===== config.mk =====
export PLATFORM = sky130hd
export DESIGN_NAME = pdiv_unit
export DESIGN_NICKNAME = d
export VERILOG_FILES = /design/src/rtl/pdiv_unit.sv
export SDC_FILE = /design/constraint.sdc
export NUM_CORES = 1
export LEC_CHECK = 0
export ABC_AREA = 1
export CAP_MARGIN = 20
export CORE_MARGIN = 2
export CORE_UTILIZATION = 50
export DETAILED_ROUTE_END_ITERATION = 8
export PLACE_DENSITY = 0.74
export SYNTH_ARGS = -nofsm -noshare
export SYNTH_HDL_FRONTEND = slang
export SYNTH_SLANG_ARGS = --single-unit

===== constraint.sdc =====
create_clock -name clk -period 4.8 [get_ports clk]
set_input_delay 0.96 -clock clk [delete_from_list [all_inputs] [get_ports clk]]
set_output_delay 0.96 -clock clk [all_outputs]
set_load 0.02 [all_outputs]

===== src/rtl/pdiv_unit.sv =====
// pdiv_unit -- iterative restoring integer divider, signed or unsigned per op.
//
// Retires STEP quotient bits per cycle over N = WIDTH/STEP busy cycles.
// Accepted operands are reduced to magnitudes. The signs are applied to the
// final quotient/remainder when they are written into the output registers.
//
// Optional feature macro: PDIV_EARLY_OUT_EN. When defined, a zero divisor or
// |dividend| < |divisor| finishes after a single busy cycle.
//
// Ports:
//   clk, rst                clock (rising edge), async active-low reset
//   cancel                  synchronous flush of in-flight/held work
//   in_valid/in_ready       operand handshake (is_signed, dividend_i, divisor_i)
//   out_valid/out_ready     result handshake (quotient_o, remainder_o,
//                           div_by_zero_o), result held until taken
module pdiv_unit #(
  parameter int WIDTH = 32,
  parameter int STEP  = 1
) (
  input  logic             clk,
  input  logic             rst,
  input  logic             cancel,
  input  logic             in_valid,
  output logic             in_ready,
  input  logic             is_signed,
  input  logic [WIDTH-1:0] dividend_i,
  input  logic [WIDTH-1:0] divisor_i,
  output logic             out_valid,
  input  logic             out_ready,
  output logic [WIDTH-1:0] quotient_o,
  output logic [WIDTH-1:0] remainder_o,
  output logic             div_by_zero_o
);

  localparam int N  = WIDTH / STEP;
  localparam int CW = $clog2(N + 1);

  typedef enum logic [1:0] {IDLE = 2'd0, BUSY = 2'd1, DONE = 2'd2} state_t;

  state_t           state_r, state_s;
  // quo_r starts as |dividend|: dividend bits shift out at the top while
  // quotient bits shift in at the bottom.
  logic [WIDTH-1:0] quo_r, quo_s;
  // After each restoring step the remainder is below the divisor, so it fits
  // in WIDTH bits. Only the working value needs the extra bit.
  logic [WIDTH-1:0] rem_r, rem_s;
  logic [WIDTH-1:0] dvs_r, dvs_s;
  logic [CW-1:0]    cnt_r, cnt_s;
  logic             q_neg_r, q_neg_s, r_neg_r, r_neg_s, dz_r, dz_s;
  logic             early_r, early_s;
  logic [WIDTH-1:0] quotient_r, quotient_s, remainder_r, remainder_s;
  logic             dbz_r, dbz_s;

  logic [WIDTH:0]   work_s;
  logic [WIDTH-1:0] step_q_s, step_r_s;
  logic [WIDTH-1:0] abs_dvd_s, abs_dvs_s;
  logic             dvs_zero_s, accept_s;

  function automatic logic [WIDTH-1:0] cond_neg(input logic [WIDTH-1:0] v, input logic neg);
    if (neg) begin
      return -v;
    end else begin
      return v;
    end
  endfunction

  assign abs_dvd_s  = cond_neg(dividend_i, is_signed & dividend_i[WIDTH-1]);
  assign abs_dvs_s  = cond_neg(divisor_i,  is_signed & divisor_i[WIDTH-1]);
  assign dvs_zero_s = (divisor_i == '0);

  assign in_ready      = !cancel && ((state_r == IDLE) || ((state_r == DONE) && out_ready));
  assign accept_s      = in_valid && in_ready;
  assign out_valid     = (state_r == DONE);
  assign quotient_o    = quotient_r;
  assign remainder_o   = remainder_r;
  assign div_by_zero_o = dbz_r;

  // STEP restoring shift-subtract steps, MSB first.
  always_comb begin
    work_s   = {1'b0, rem_r};
    step_q_s = quo_r;
    for (int i = 0; i < STEP; i++) begin
      work_s   = {work_s[WIDTH-1:0], step_q_s[WIDTH-1]};
      step_q_s = {step_q_s[WIDTH-2:0], 1'b0};
      if (work_s >= {1'b0, dvs_r}) begin
        work_s      = work_s - {1'b0, dvs_r};
        step_q_s[0] = 1'b1;
      end else begin
        step_q_s[0] = 1'b0;
      end
    end
    step_r_s = work_s[WIDTH-1:0];
  end

  // Next-state and datapath update; cancel overrides everything but reset.
  always_comb begin
    state_s     = state_r;
    quo_s       = quo_r;
    rem_s       = rem_r;
    dvs_s       = dvs_r;
    cnt_s       = cnt_r;
    q_neg_s     = q_neg_r;
    r_neg_s     = r_neg_r;
    dz_s        = dz_r;
    early_s     = early_r;
    quotient_s  = quotient_r;
    remainder_s = remainder_r;
    dbz_s       = dbz_r;
    if (cancel) begin
      state_s = IDLE;
    end else begin
      case (state_r)
        IDLE: begin
          state_s = IDLE;
        end
        BUSY: begin
          quo_s = step_q_s;
          rem_s = step_r_s;
          cnt_s = cnt_r - CW'(1);
          if (cnt_r == CW'(1)) begin
            state_s = DONE;
            dbz_s   = dz_r;
            // With a zero divisor every step subtracts nothing, so the
            // remainder ends as |dividend|; un-negating restores the original
            // dividend bits. On an early exit, quo_r still holds |dividend|.
            if (dz_r) begin
              quotient_s = '1;
            end else if (early_r) begin
              quotient_s = '0;
            end else begin
              quotient_s = cond_neg(step_q_s, q_neg_r);
            end
            if (early_r) begin
              remainder_s = cond_neg(quo_r, r_neg_r);
            end else begin
              remainder_s = cond_neg(step_r_s, r_neg_r);
            end
          end else begin
            state_s = BUSY;
          end
        end
        DONE: begin
          if (out_ready) begin
            state_s = IDLE;
          end else begin
            state_s = DONE;
          end
        end
        default: begin
          state_s = IDLE;
        end
      endcase
      // Acceptance covers both IDLE and back-to-back from DONE.
      if (accept_s) begin
        state_s = BUSY;
        quo_s   = abs_dvd_s;
        dvs_s   = abs_dvs_s;
        rem_s   = '0;
        cnt_s   = CW'(N);
        q_neg_s = is_signed & (dividend_i[WIDTH-1] ^ divisor_i[WIDTH-1]);
        r_neg_s = is_signed & dividend_i[WIDTH-1];
        dz_s    = dvs_zero_s;
        early_s = 1'b0;
`ifdef PDIV_EARLY_OUT_EN
        if (dvs_zero_s || (abs_dvd_s < abs_dvs_s)) begin
          early_s = 1'b1;
          cnt_s   = CW'(1);
        end else begin
          early_s = 1'b0;
        end
`endif
      end else begin
        early_s = early_r;
      end
    end
  end

  // State and datapath registers.
  always_ff @(posedge clk or negedge rst) begin
    if (!rst) begin
      state_r     <= IDLE;
      quo_r       <= '0;
      rem_r       <= '0;
      dvs_r       <= '0;
      cnt_r       <= '0;
      q_neg_r     <= 1'b0;
      r_neg_r     <= 1'b0;
      dz_r        <= 1'b0;
      early_r     <= 1'b0;
      quotient_r  <= '0;
      remainder_r <= '0;
      dbz_r       <= 1'b0;
    end else begin
      state_r     <= state_s;
      quo_r       <= quo_s;
      rem_r       <= rem_s;
      dvs_r       <= dvs_s;
      cnt_r       <= cnt_s;
      q_neg_r     <= q_neg_s;
      r_neg_r     <= r_neg_s;
      dz_r        <= dz_s;
      early_r     <= early_s;
      quotient_r  <= quotient_s;
      remainder_r <= remainder_s;
      dbz_r       <= dbz_s;
    end
  end

endmodule

==> reports/metrics.csv, run 1 <==
metric,value,unit
status,"complete, no violations",
p_int,5.27,mW
r2r_end,quotient_o[30]$_DFFE_PN0P_,
hp-class,register to register,
power,11.9,mW
grt.overflow.total,0,
switching_share,55.8,%
reg2reg_slack,0.78,ns
design_area,0.0150,mm^2
avgSynthCellArea,6.81,um^2
cts_root_buf,clkbuf_16,
yosysSeqAreaShare,33.7,%
row_count,58,
worstMarginPinSlew,0.835,ns
drt-pass1-iter-count,6,
rsz0062_at_grt,false,
synth_top_area_share,33.7,%
setup_violations,0,
max_freq,249,MHz
period_needed,4.02,ns
cp-end-kind,register,
ff2ff_path_depth,21,
yosysWarnings,0,
drive_gt1_share,6.55,%
finalCritPeriodShare,83.8,%
ys_types,50,
worstPathRequired,5.19,ns
p_leak,7.38,nW
start_kind,register,
synth_edf_count,0,
grt_pass1_wl,65400,um
first_iter_violations,1186,
power_density,796,mW/mm^2
io_buffers,136,
grt_max_degree,84,
ios,137,
die_area,0.0268,mm^2
cts_resized,0,
start_util,50.8,%
htree_levels,4,
async_flop_share,100,%
ctsHoldBuffers,0,
cts_tree,done,
pwr-share-comb,69.5,%
antenna_found_initial,1,
syn_inst,1873,
cts_setup_buffers,0,
seqPwrFrac,19.0,%
design.core.area,0.0251,mm^2
cts_buffers,17,
drv_slew,0,
synth_top_cells_by_area,"dfrtp_1 (34%), nand2_1 (15%), inv_1 (7.2%)",
final_nets,2100,
rr_startpoint,rem_r[29]$_DFFE_PN0P_,
p_switching,6.65,mW
clkLatencyLatePin,0.45,ns
fin_util,59.6,%
gp_congestion,1.05,
yosysTopAreaCell,dfrtp_1,
dpl.hpwl,31900,um
finalClockSkew,0.0131,ns
crit_arrival,4.41,ns
cts_num_sinks,172,
ant_nets,0,
hold_violations,0,
crit_end,quotient_o[30]$_DFFE_PN0P_,
dpl-instance-area,0.0144,mm^2
path_clk_slew,0.07,ns
routed_wl,40800,um
drc,0,
ctsLongestPathBuffers,2,
area_growth,17.4,%
crit_path_max_fanout,10,
worstSetupPathType,register to register,
first_global_vias,12613,
vias_per_cell,5.63,
vias,13116,
crit_start,rem_r[29]$_DFFE_PN0P_,
maxCapViolations,0,
wl_per_cell,17.5,um
fp.dieH,164,um
syn-num-nets,1985,
clkPwrFrac,11.5,%
synth_seq_cells,172,
track_usage,31.3,%
slew-limit-headroom,44.4,%
synth_ff_type,dfrtp_1,
netlist_area,0.0128,mm^2
worst_ir_drop_vdd,0.510,mV
setup_tns,0,ns
die_w,164,um
## state kept, by name, indices dropped and copies added, names as in the netlist
register,cells
cnt_r,6
div_by_zero_o,1
dvs_r,32
dz_r,1
q_neg_r,1
quo_r,32
quotient_o,32
r_neg_r,1
rem_r,32
remainder_o,32
state_r,2
## synth_stat cells, types with 2 or more instances
cell	number
o22a_1	2
o21bai_1	10
o21ai_2	8
buf_6	3
o21ai_0	127
o41ai_1	3
or2_2	10
nand4_1	20
nand2_2	18
nor3_2	4
nand3_2	3
o211ai_1	7
a21oi_1	75
o21ai_1	13
nand3_1	140
o221ai_1	29
a31oi_1	14
nor4_2	2
inv_1	244
clkbuf_1	41
xor2_1	58
xnor2_1	18
nor2_4	5
o31ai_1	4
buf_1	7
buf_8	2
buf_4	2
dfrtp_1	172
clkinv_1	3
nand2_1	519
and2_1	2
nor3_1	30
ha_1	41
a21oi_2	5
o22ai_1	19
nor2_1	167
inv_2	7
nor2_2	15
nor4_1	6
nand3b_1	8
## final cells by class
type	count	area, um^2
inverters	254	953
well taps	330	413
fillers	2401	10100
multi-input cells	1392	7250
diodes	1	2.50
flip-flops and latches	172	4300
clock buffers	17	425
repair buffers	151	1490
clock inverters	14	139
## critical path, cell delays in order (launching register included)
cell	delay [ns]
dfrtp_1	0.42
ha_1	0.39
nand2_1	0.24
nor3_2	0.09
nand2_1	0.11
inv_1	0.11
a21oi_2	0.20
nand4_4	0.11
inv_2	0.17
ha_1	0.24
nand4_1	0.20
nor3_1	0.31
nand3_1	0.14
inv_1	0.07
nand3_1	0.09
nor3_1	0.28
a31oi_1	0.23
a21oi_1	0.20
a21oi_1	0.08
o21ai_0	0.09
o21ai_0	0.11
inv_1	0.07
## cells by family (layout without fill, tap and decap cells)
family,after synthesis,after routing,synth area share (%)
adder cells (fa/ha/maj),42,42,4.18
AND/OR/NAND/NOR,954,954,32.5
buffers and inverters,309,436,9.50
AO/OA/AOI/OAI,320,320,14.9
other,0,1,0
XOR/XNOR,76,76,5.22
flip-flops,172,172,33.7
## worst min-delay path by stage
stage,slack (ns),end,startpoint,cells past startpoint
floorplan,0.45,dz_r$_DFFE_PN0P_,dz_r$_DFFE_PN0P_,2
global placement,0.47,remainder_o[17]$_DFFE_PN0P_,remainder_o[17]$_DFFE_PN0P_,2
detailed placement,0.47,remainder_o[22]$_DFFE_PN0P_,remainder_o[22]$_DFFE_PN0P_,2
CTS,0.49,remainder_o[22]$_DFFE_PN0P_,remainder_o[22]$_DFFE_PN0P_,2
global route,0.51,dvs_r[21]$_DFFE_PN0P_,dvs_r[21]$_DFFE_PN0P_,2
finish,0.48,dz_r$_DFFE_PN0P_,dz_r$_DFFE_PN0P_,2
## power by group through the flow
| stage | Combinational (mW) | Sequential [mW] | Clock, mW |
|---|---|---|---|
| CTS | 8.18 | 2.25 | 1.39 |
| detailed placement | 8.12 | 2.28 | 0 |
| global route | 9.19 | 2.30 | 1.44 |
| global placement | 8.04 | 2.26 | 0 |
| floorplan | 5.83 | 2.35 | 0 |
| finish | 8.28 | 2.26 | 1.38 |
## stage by stage
stage / hold WS (ns) / setup slack, ns / instances
after floorplan: 0.447 / 1.46 / 1873
after global placement: 0.468 / 0.928 / 2299
after detailed placement: 0.469 / 0.863 / 2299
after CTS: 0.488 / 0.835 / 2330
after global routing: 0.512 / 0.395 / 2330
final: 0.483 / 0.780 / 2331
## per-layer routing
metal | routed length (um) | GRT usage (%) | part of all wire (%)
met1 | 17200 | 39.2 | 42
met2 | 19200 | 53.0 | 47
met3 | 2480 | 5.00 | 6.1
met4 | 1900 | 14.8 | 4.7
met5 | 0 | 0 | 0
## cell usage in the layout (no fill, tap or decap), drive strengths merged, types with 19 or more instances in the layout
cell | netlist | final
nand4 | 21 | 21
o22ai | 19 | 19
xor2 | 58 | 58
clkdlybuf4s50 | 0 | 135
nor2 | 187 | 187
inv | 251 | 256
nand3 | 144 | 144
dfrtp | 172 | 172
nand2 | 537 | 537
nor3 | 34 | 34
a21oi | 81 | 81
o21ai | 149 | 149
ha | 41 | 41
o221ai | 29 | 29
Note: power is estimated with default switching activity, not from simulation.
==> inputs of run 2 (changes only) <==
clock period = 3.85 ns   (was 4.8 ns; I/O delays follow)
==> reports/metrics.csv, run 2 (synthesis results as in run 1) <==
metric,value,unit
cts_num_sinks,172,
place_ws,0.0536,ns
worstPathRequired,4.18,ns
r2r_end,remainder_o[28]$_DFFE_PN0P_,
crit_arrival,3.98,ns
vias_per_cell,5.68,
rr_startpoint,dvs_r[25]$_DFFE_PN0P_,
grt_max_degree,75,
cts_tree,done,
clkLatencyLatePin,0.45,ns
antenna_found_initial,2,
cp-end-kind,register,
track_usage,32.1,%
whs,0.321,ns
gp_congestion,1.05,
fin_util,61.7,%
area_growth,21.5,%
cp_slowest_stage_delay,0.39,ns
path_clk_slew,0.09,ns
power_density,1010,mW/mm^2
first_iter_violations,1171,
hold_violations,0,
ant_nets,0,
max_freq,274,MHz
finalClockSkew,0.0186,ns
ctsHoldBuffers,0,
crit_chain,inv_1 > ha_2 > nand2_1 > nor2_2 > nand4_1 > nor2_1 > nand3_1 > nand4_4 > buf_12 > nand2_1 > o21ai_2 > ha_1 > nand3_1 > nor2_2 > nand3_2 > o21ai_4 > nand4_1 > nand3_1 > nand2_1,
finalCritPeriodShare,94.8,%
ios,137,
fillerInstances,2358,
die_w,164,um
hp-class,input pin to async pin,
setup_tns,0,ns
setup_violations,0,
ff2ff_path_depth,19,
period_needed,3.65,ns
dp_cells,2314,
vias,13324,
grt_pass1_wl,67000,um
grt.overflow.total,0,
layout_common_cells,"nand2_1 (509), inv_1 (243), dfrtp_1 (172)",
slew-limit-headroom,50.4,%
setup_ws,0.199,ns
wl_per_cell,18.2,um
cts_root_buf,clkbuf_16,
design_area,0.0155,mm^2
design.core.area,0.0251,mm^2
htree_levels,4,
dpl-instance-area,0.0145,mm^2
maxCapViolations,0,
status,"complete, no violations",
final_cells,2347,
worstSetupPathType,register to register,
ctsLongestPathBuffers,2,
p_leak,7.49,nW
worstMarginPinSlew,0.736,ns
cts_buffers,17,
io_buffers,136,
power,15.7,mW
dpl.hpwl,32800,um
first_global_vias,12739,
drive_gt1_share,9.37,%
crit_path_max_fanout,50,
mostFrequentLayoutCell,nand2_1,
drt-pass1-iter-count,6,
fp.dieH,164,um
reg2reg_slack,0.20,ns
drc,0,
start_kind,register,
final_nets,2116,
drv_slew,0,
routed_wl,42600,um
start_util,50.8,%
critical_path.slowest_cell,ha_2,
worst_ir_drop_vdd,0.566,mV
n_antenna_cell,0,
die_area,0.0268,mm^2
row_count,58,
run 2: final cells by class:
cell class                 count  area [um^2]  area share (%)
sequential                   172         4300            27.8
clock buffer                  17          425            2.74
multi-input combinational   1392         7560            48.8
inverter                     254          953            6.15
timing repair buffer         167         1630            10.5
tap                          330          413            2.66
clock inverter                15          214            1.38
run 2: how the worst max path moves through the flow:
stage | from | slack, ns | cells after the start | to
after floorplan | rem_r[10]$_DFFE_PN0P_ | 0.51 | 24 | quotient_o[28]$_DFFE_PN0P_
after global placement | rem_r[11]$_DFFE_PN0P_ | 0.15 | 22 | quotient_o[28]$_DFFE_PN0P_
after detailed placement | rem_r[11]$_DFFE_PN0P_ | 0.05 | 22 | quotient_o[28]$_DFFE_PN0P_
after CTS | rem_r[11]$_DFFE_PN0P_ | 0.04 | 22 | quotient_o[28]$_DFFE_PN0P_
after global routing | dvs_r[25]$_DFFE_PN0P_ | -0.04 | 20 | remainder_o[20]$_DFFE_PN0P_
final | dvs_r[25]$_DFFE_PN0P_ | 0.20 | 19 | remainder_o[28]$_DFFE_PN0P_
run 2: metal layers:
metal	track usage, %	vias to the layer above	share of wire (%)
met5	0	-	0.059
met4	15.1	4	4.9
met3	4.97	132	7.0
met2	52.8	616	47
met1	41.6	6199	41
li1	-	6373	-
run 2: where the power goes:
| part | switching [mW] | total, mW | internal (mW) |
|---|---|---|---|
| Clock | 0.910 | 1.86 | 0.952 |
| Sequential | 0.510 | 2.84 | 2.33 |
| Combinational | 7.27 | 11.0 | 3.74 |
run 2: timing repair:
item | 4_1_cts | 5_1_grt
setup endpoints to repair | 0 | 24
gates resized for setup | 0 | 50
setup buffers | 0 | 1
run 2: critical path: cells and delay by family (launching register included):
kind                       cells  cell delay (ns)
AOI/OAI and AO/OA              2             0.40
buffers and inverters          2             0.35
and+or+nand+nor               13             1.79
adders and majority gates      2             0.61
DFF                            1             0.36
==> RTL edit 1, RTL diff (config.mk and constraints of run 1) <==
Change the parameter `WIDTH` from 32 to 16.
--- a/src/rtl/pdiv_unit.sv
+++ b/src/rtl/pdiv_unit.sv
@@ -15,5 +15,5 @@
 //                           div_by_zero_o), result held until taken
 module pdiv_unit #(
-  parameter int WIDTH = 32,
+  parameter int WIDTH = 16,
   parameter int STEP  = 1
 ) (
Interface: changed (resized dividend_i, divisor_i, quotient_o and remainder_o); port bits go from 137 to 73. The function was not compared with the original's and may differ.
==> RTL edit 1 against run 1 <==
- non-clock buffer count is 73 lower
- wire length down 61%
- synthesized cell count decreased by 53%
- sequential cell count down 81
- area after synthesis fell by 50%
- setup slack improved by 0.37 ns
- total power decreased by 65%
- final area shrank 50%
- critical endpoint is now quotient_o[12]
- largest cell class unchanged
- highest routed layer unchanged
==> RTL edit 1: results (changes against run 1) <==
[outcome]
status=finished, final reports clean  ; unchanged

[logic_synthesis]
ys_seq_area_share_pct=35.9  ; was 33.7%
yosys_warnings=0  ; unchanged
syn-num-nets=947  ; was 1,985
async_reset_ff_share_pct=100  ; unchanged
ys.flop_type=dfrtp_1  ; unchanged
synth_cell_types=46  ; was 50
synth_common_cells=nand2_1, inv_1, dfrtp_1  ; unchanged
synth_area_leaders=dfrtp_1, nand2_1, inv_1, nand3_1, ha_1  ; was dfrtp_1, nand2_1, inv_1, nand3_1, o21ai_0

[cts]
clk_pin_slew_ns=0.06
clk_path_buf_depth=2  ; unchanged
cts.repair.resized=0  ; unchanged
clk_latency_ns=0.35  ; was 0.45 ns
cts_setup_buffers=0  ; unchanged
cts-root-buf=clkbuf_16  ; unchanged
cts_made_buffers=9  ; was 17
htreeDepth=3  ; was 4

[worst_setup_path]
r2r_slack_ns=1.15  ; was 0.78 ns
arrival_ns=3.89  ; was 4.41 ns
cp_max_fo=25  ; was 10

[global_route]
antenna_found_initial=0  ; was 1
grt_max_degree=71  ; was 84
track_usage_pct=24.9  ; was 31.3%
first_global_vias=5379  ; was 12,600
grt_pass1_wl_um=26300  ; was 65,400 um

[timing]
worstMarginPinSlew_ns=0.885  ; was 0.835 ns
whs_ns=0.480  ; was 0.483 ns
fin_skew_ns=0.00853  ; was 0.0131 ns

[final_layout]
fillers=1206  ; was 2,401
drive_above_1_share_pct=7.26  ; was 6.55%
finalNetCount=1011  ; was 2,100
antenna_cells=0  ; was 1

[drt]
dr.pass1.iters=5  ; was 6
drtIter0Drc=326  ; was 1,186
wl_per_cell_um=14.0  ; was 17.5 um
via_count=5842  ; was 13,100

[worst_hold_path]
hp-class=flip-flop to flip-flop  ; unchanged

[placement]
place_hpwl_um=12300  ; was 31,900 um
portBuffers=72  ; was 136
routabilityCongestion=0.916  ; was 1.05

[power_and_ir_drop]
power_leakage_nw=3.71  ; was 7.38 nW
vdd_drop_max_v=0.000197  ; was 0.000510 V

RTL edit 1: where the power goes:
part | switching, W | leakage [nW] | total [W] | internal [W]
Sequential | 0.000188 | 1.15 | 0.00119 | 0.000998
Combinational | 0.00139 | 2.43 | 0.00227 | 0.000874
Clock | 0.000300 | 0.129 | 0.000665 | 0.000364
RTL edit 1: routing by layer:
metal / track usage, % / part of all wire (%) / vias up
met3: 3.58 / 4.2 / 18
met4: 7.14 / 1.7 / 0
met2: 41.0 / 47 / 133
li1: - / - / 2992
met5: 0 / 0 / -
met1: 34.3 / 47 / 2699
RTL edit 1: cells by family after synthesis:
family | Yosys count | share of synthesized area, %
AO/OA/AOI/OAI | 124 | 11.9
buffers and inverters | 149 | 9.80
XOR/XNOR | 33 | 4.55
adder cells (fa/ha/maj) | 26 | 5.24
AND/OR/NAND/NOR | 460 | 32.6
flip-flops | 91 | 35.9
RTL edit 1: area by class of cell:
class                           instances  share of cell area [%]
Clock buffer                           12                    3.31
Clock inverter                          3                   0.336
Inverter                              124                    6.25
Multi-Input combinational cell        643                    46.4
Sequential cell                        91                    30.6
Tap cell                              172                    2.89
Timing Repair Buffer                   78                    10.3
RTL edit 1: per-stage QoR:
stage          std cells  instance area (sq um)  utilization [%]  total power [W]  setup WS, ns
2_1_floorplan        883                   6350                -          0.00280          1.95
3_3_place_gp        1108                   7170             57.3          0.00343          1.14
3_5_place_dp        1108                   7170             57.3          0.00346          1.11
4_1_cts             1123                   7440             59.5          0.00413          1.18
5_1_grt             1123                   7440             59.5          0.00448         0.736
6_report            1123                   7440             59.5          0.00412          1.15
RTL edit 1: worst paths after layout:
kind                            startpoint              end  cells past startpoint
max                               rem_r[2]   quotient_o[12]                     19
min                        remainder_o[11]  remainder_o[11]                      2
max reg2reg                       rem_r[2]   quotient_o[12]                     19
min reg2reg                remainder_o[11]  remainder_o[11]                      2
max in group asynchronous              rst    quotient_o[3]                      2
min in group asynchronous              rst         rem_r[3]                      1
RTL edit 1: critical path, cell delays in order, from the launching register on:
cell and delay (ns):
dfrtp_1 0.42, ha_1 0.37, nand2_1 0.15, inv_1 0.05
nand2_1 0.07, nand2_1 0.05, nand2_1 0.09, nand3_2 0.09
nand2_2 0.23, nand2_4 0.28, inv_2 0.22, ha_1 0.19
inv_1 0.05, nor3_1 0.19, inv_1 0.11, nor3_1 0.27
nand2_1 0.16, o31ai_1 0.26, xor2_1 0.10, o22a_1 0.17
==> RTL edit 2, RTL diff (flow settings as in run 1) <==
Without the edit above. Make the reset (`rst`) synchronous in one clocked block. Comments in the files are not updated.
--- a/src/rtl/pdiv_unit.sv
+++ b/src/rtl/pdiv_unit.sv
@@ -177,5 +177,5 @@
 
   // State and datapath registers.
-  always_ff @(posedge clk or negedge rst) begin
+  always_ff @(posedge clk) begin
     if (!rst) begin
       state_r     <= IDLE;
Check against the original RTL: differs if rst is asserted again (counterexample within 4 cycles, from zero or initial values and one cycle with rst low); with rst held inactive, the same outputs for 4 cycles.
==> RTL edit 2 against run 1 <==
- area after synthesis down 2.2%
- fmax is 6.6% lower
- final area fell by 2.3%
- sequential cell count unchanged
- non-clock buffer count rose by 1
- die area is 2.1% lower
- hold slack worse by 0.019 ns
- wire length up 2.1%
- synthesized cell count rose by 9.0%
- setup slack worse by 0.28 ns
Power is left out: it rests on default switching activity, and per cell area and clock period it moved more than threefold.
==> RTL edit 2: results (changes against run 1) <==
[timing]
slew_headroom_pct=46.7  ; was 44.4%
fin_skew_ns=0.0143  ; was 0.0131 ns
fmaxAchievable_mhz=232  ; was 249 MHz

[worst_setup_path]
timing.rr.end=quotient_o[30]  ; unchanged
slowest_delay_ns=0.41
worst_path_max_delay_cell=nor3_1  ; was dfrtp_1
worst-r2r-cell-count=24  ; was 21
r2r_slack_ns=0.50  ; was 0.78 ns
arrival_ns=4.63  ; was 4.41 ns
worstSetupEndpointType=flip-flop  ; unchanged
r2r_start=dvs_r[16]  ; was rem_r[29]
cp_max_fo=11  ; was 10
crit_path_start_kind=flip-flop  ; unchanged

[placement]
portBuffers=136  ; unchanged
dp_slack_ns=0.590  ; was 0.863 ns
place_hpwl_um=32100  ; was 31,900 um
routabilityCongestion=1.03  ; was 1.05
post_dp_cell_area_sq_um=14000  ; was 14,400 sq um

[global_route]
track_usage_pct=31.7  ; was 31.3%
first_global_vias=12500  ; was 12,600
antenna_found_initial=0  ; was 1
grt_pass1_wl_um=65600  ; was 65,400 um
grt_max_degree=83  ; was 84

[worst_hold_path]
min_from=remainder_o[1]  ; was dz_r
hp-class=flip-flop to flip-flop  ; unchanged

[logic_synthesis]
yosys_warnings=0  ; unchanged
ys.flop_type=dfxtp_1  ; was dfrtp_1
syn-num-nets=2154  ; was 1,985
async_reset_ff_share_pct=0  ; was 100%
ys_seq_area_share_pct=27.6  ; was 33.7%
synth_cell_types=53  ; was 50
synth_area_leaders=dfxtp_1, nand2_1, inv_1, nor2_1, a21oi_1  ; was dfrtp_1, nand2_1, inv_1, nand3_1, o21ai_0
synth_common_cells=nand2_1, inv_1, nor2_1  ; was nand2_1, inv_1, dfrtp_1

[final_layout]
antenna_cells=0  ; was 1
fillers=2468  ; was 2,401
drive_above_1_share_pct=5.95  ; was 6.55%
finalNetCount=2250  ; was 2,100

[cts]
clk_pin_slew_ns=0.07  ; about the same
cts_setup_buffers=0  ; unchanged
htreeDepth=4  ; unchanged
cts.repair.resized=0  ; unchanged
clk_path_buf_depth=2  ; unchanged
cts-root-buf=clkbuf_16  ; unchanged
cts_made_buffers=17  ; unchanged

[drt]
wl_per_cell_um=16.8  ; was 17.5 um
drtIter0Drc=1167  ; was 1,186
vias_per_cell=5.46  ; was 5.63
dr.pass1.iters=5  ; was 6

[outcome]
status=finished, final reports clean  ; unchanged

-- RTL edit 2: layout make-up --
class                   count  area, sq um  area share (%)
clock buffers              19          433            2.96
inverters                 297         1110            7.62
well taps                 324          405            2.77
multi-input cells        1498         7570            51.7
repair buffers            152         1530            10.5
clock inverters            12          126           0.864
flip-flops and latches    172         3440            23.5
-- RTL edit 2: worst reg2reg max path: cells and delay by family, from the launching register on --
kind                       cells  cell delay (ns)
buffers and inverters          5             0.51
xor gates and xnor gates       1             0.17
AOI/OAI and AO/OA              4             0.66
adders and majority gates      2             0.63
and+or+nand+nor               12             1.91
DFF                            1             0.31
-- RTL edit 2: worst min-delay path by stage --
stage,cells past startpoint,to,slack [ns]
after floorplan,2,dvs_r[2],0.43
after global placement,2,dz_r,0.45
after detailed placement,2,remainder_o[1],0.46
after CTS,2,remainder_o[1],0.46
after global routing,2,rem_r[7],0.51
final,2,remainder_o[1],0.46
-- RTL edit 2: logic make-up after synthesis --
family          after synthesis  share of synthesized area, %
compound gates              372                          17.2
xor+xnor                     56                          3.93
fa+ha+maj                    42                          4.27
buf+inv                     372                          11.8
flops                       172                          27.6
simple gates               1028                          35.2
-- RTL edit 2: metal layers --
layer  share of wire (%)  wire length [um]  global-route usage, %  vias to the layer above
li1                    -                 -                      -                     6786
met1                  44             18500                   41.8                     6122
met2                  44             18500                   50.6                      504
met3                 7.0              2900                   6.59                       94
met4                 4.3              1790                   13.0                        0
met5                   0                 0                      0                        -
-- RTL edit 2: stage by stage --
stage / std cells / utilization [%]
after global placement: 2442 / 57.5
after floorplan: 2042 / -
after global routing: 2474 / 60.0
final: 2474 / 60.0
after detailed placement: 2442 / 57.5
after CTS: 2473 / 59.8
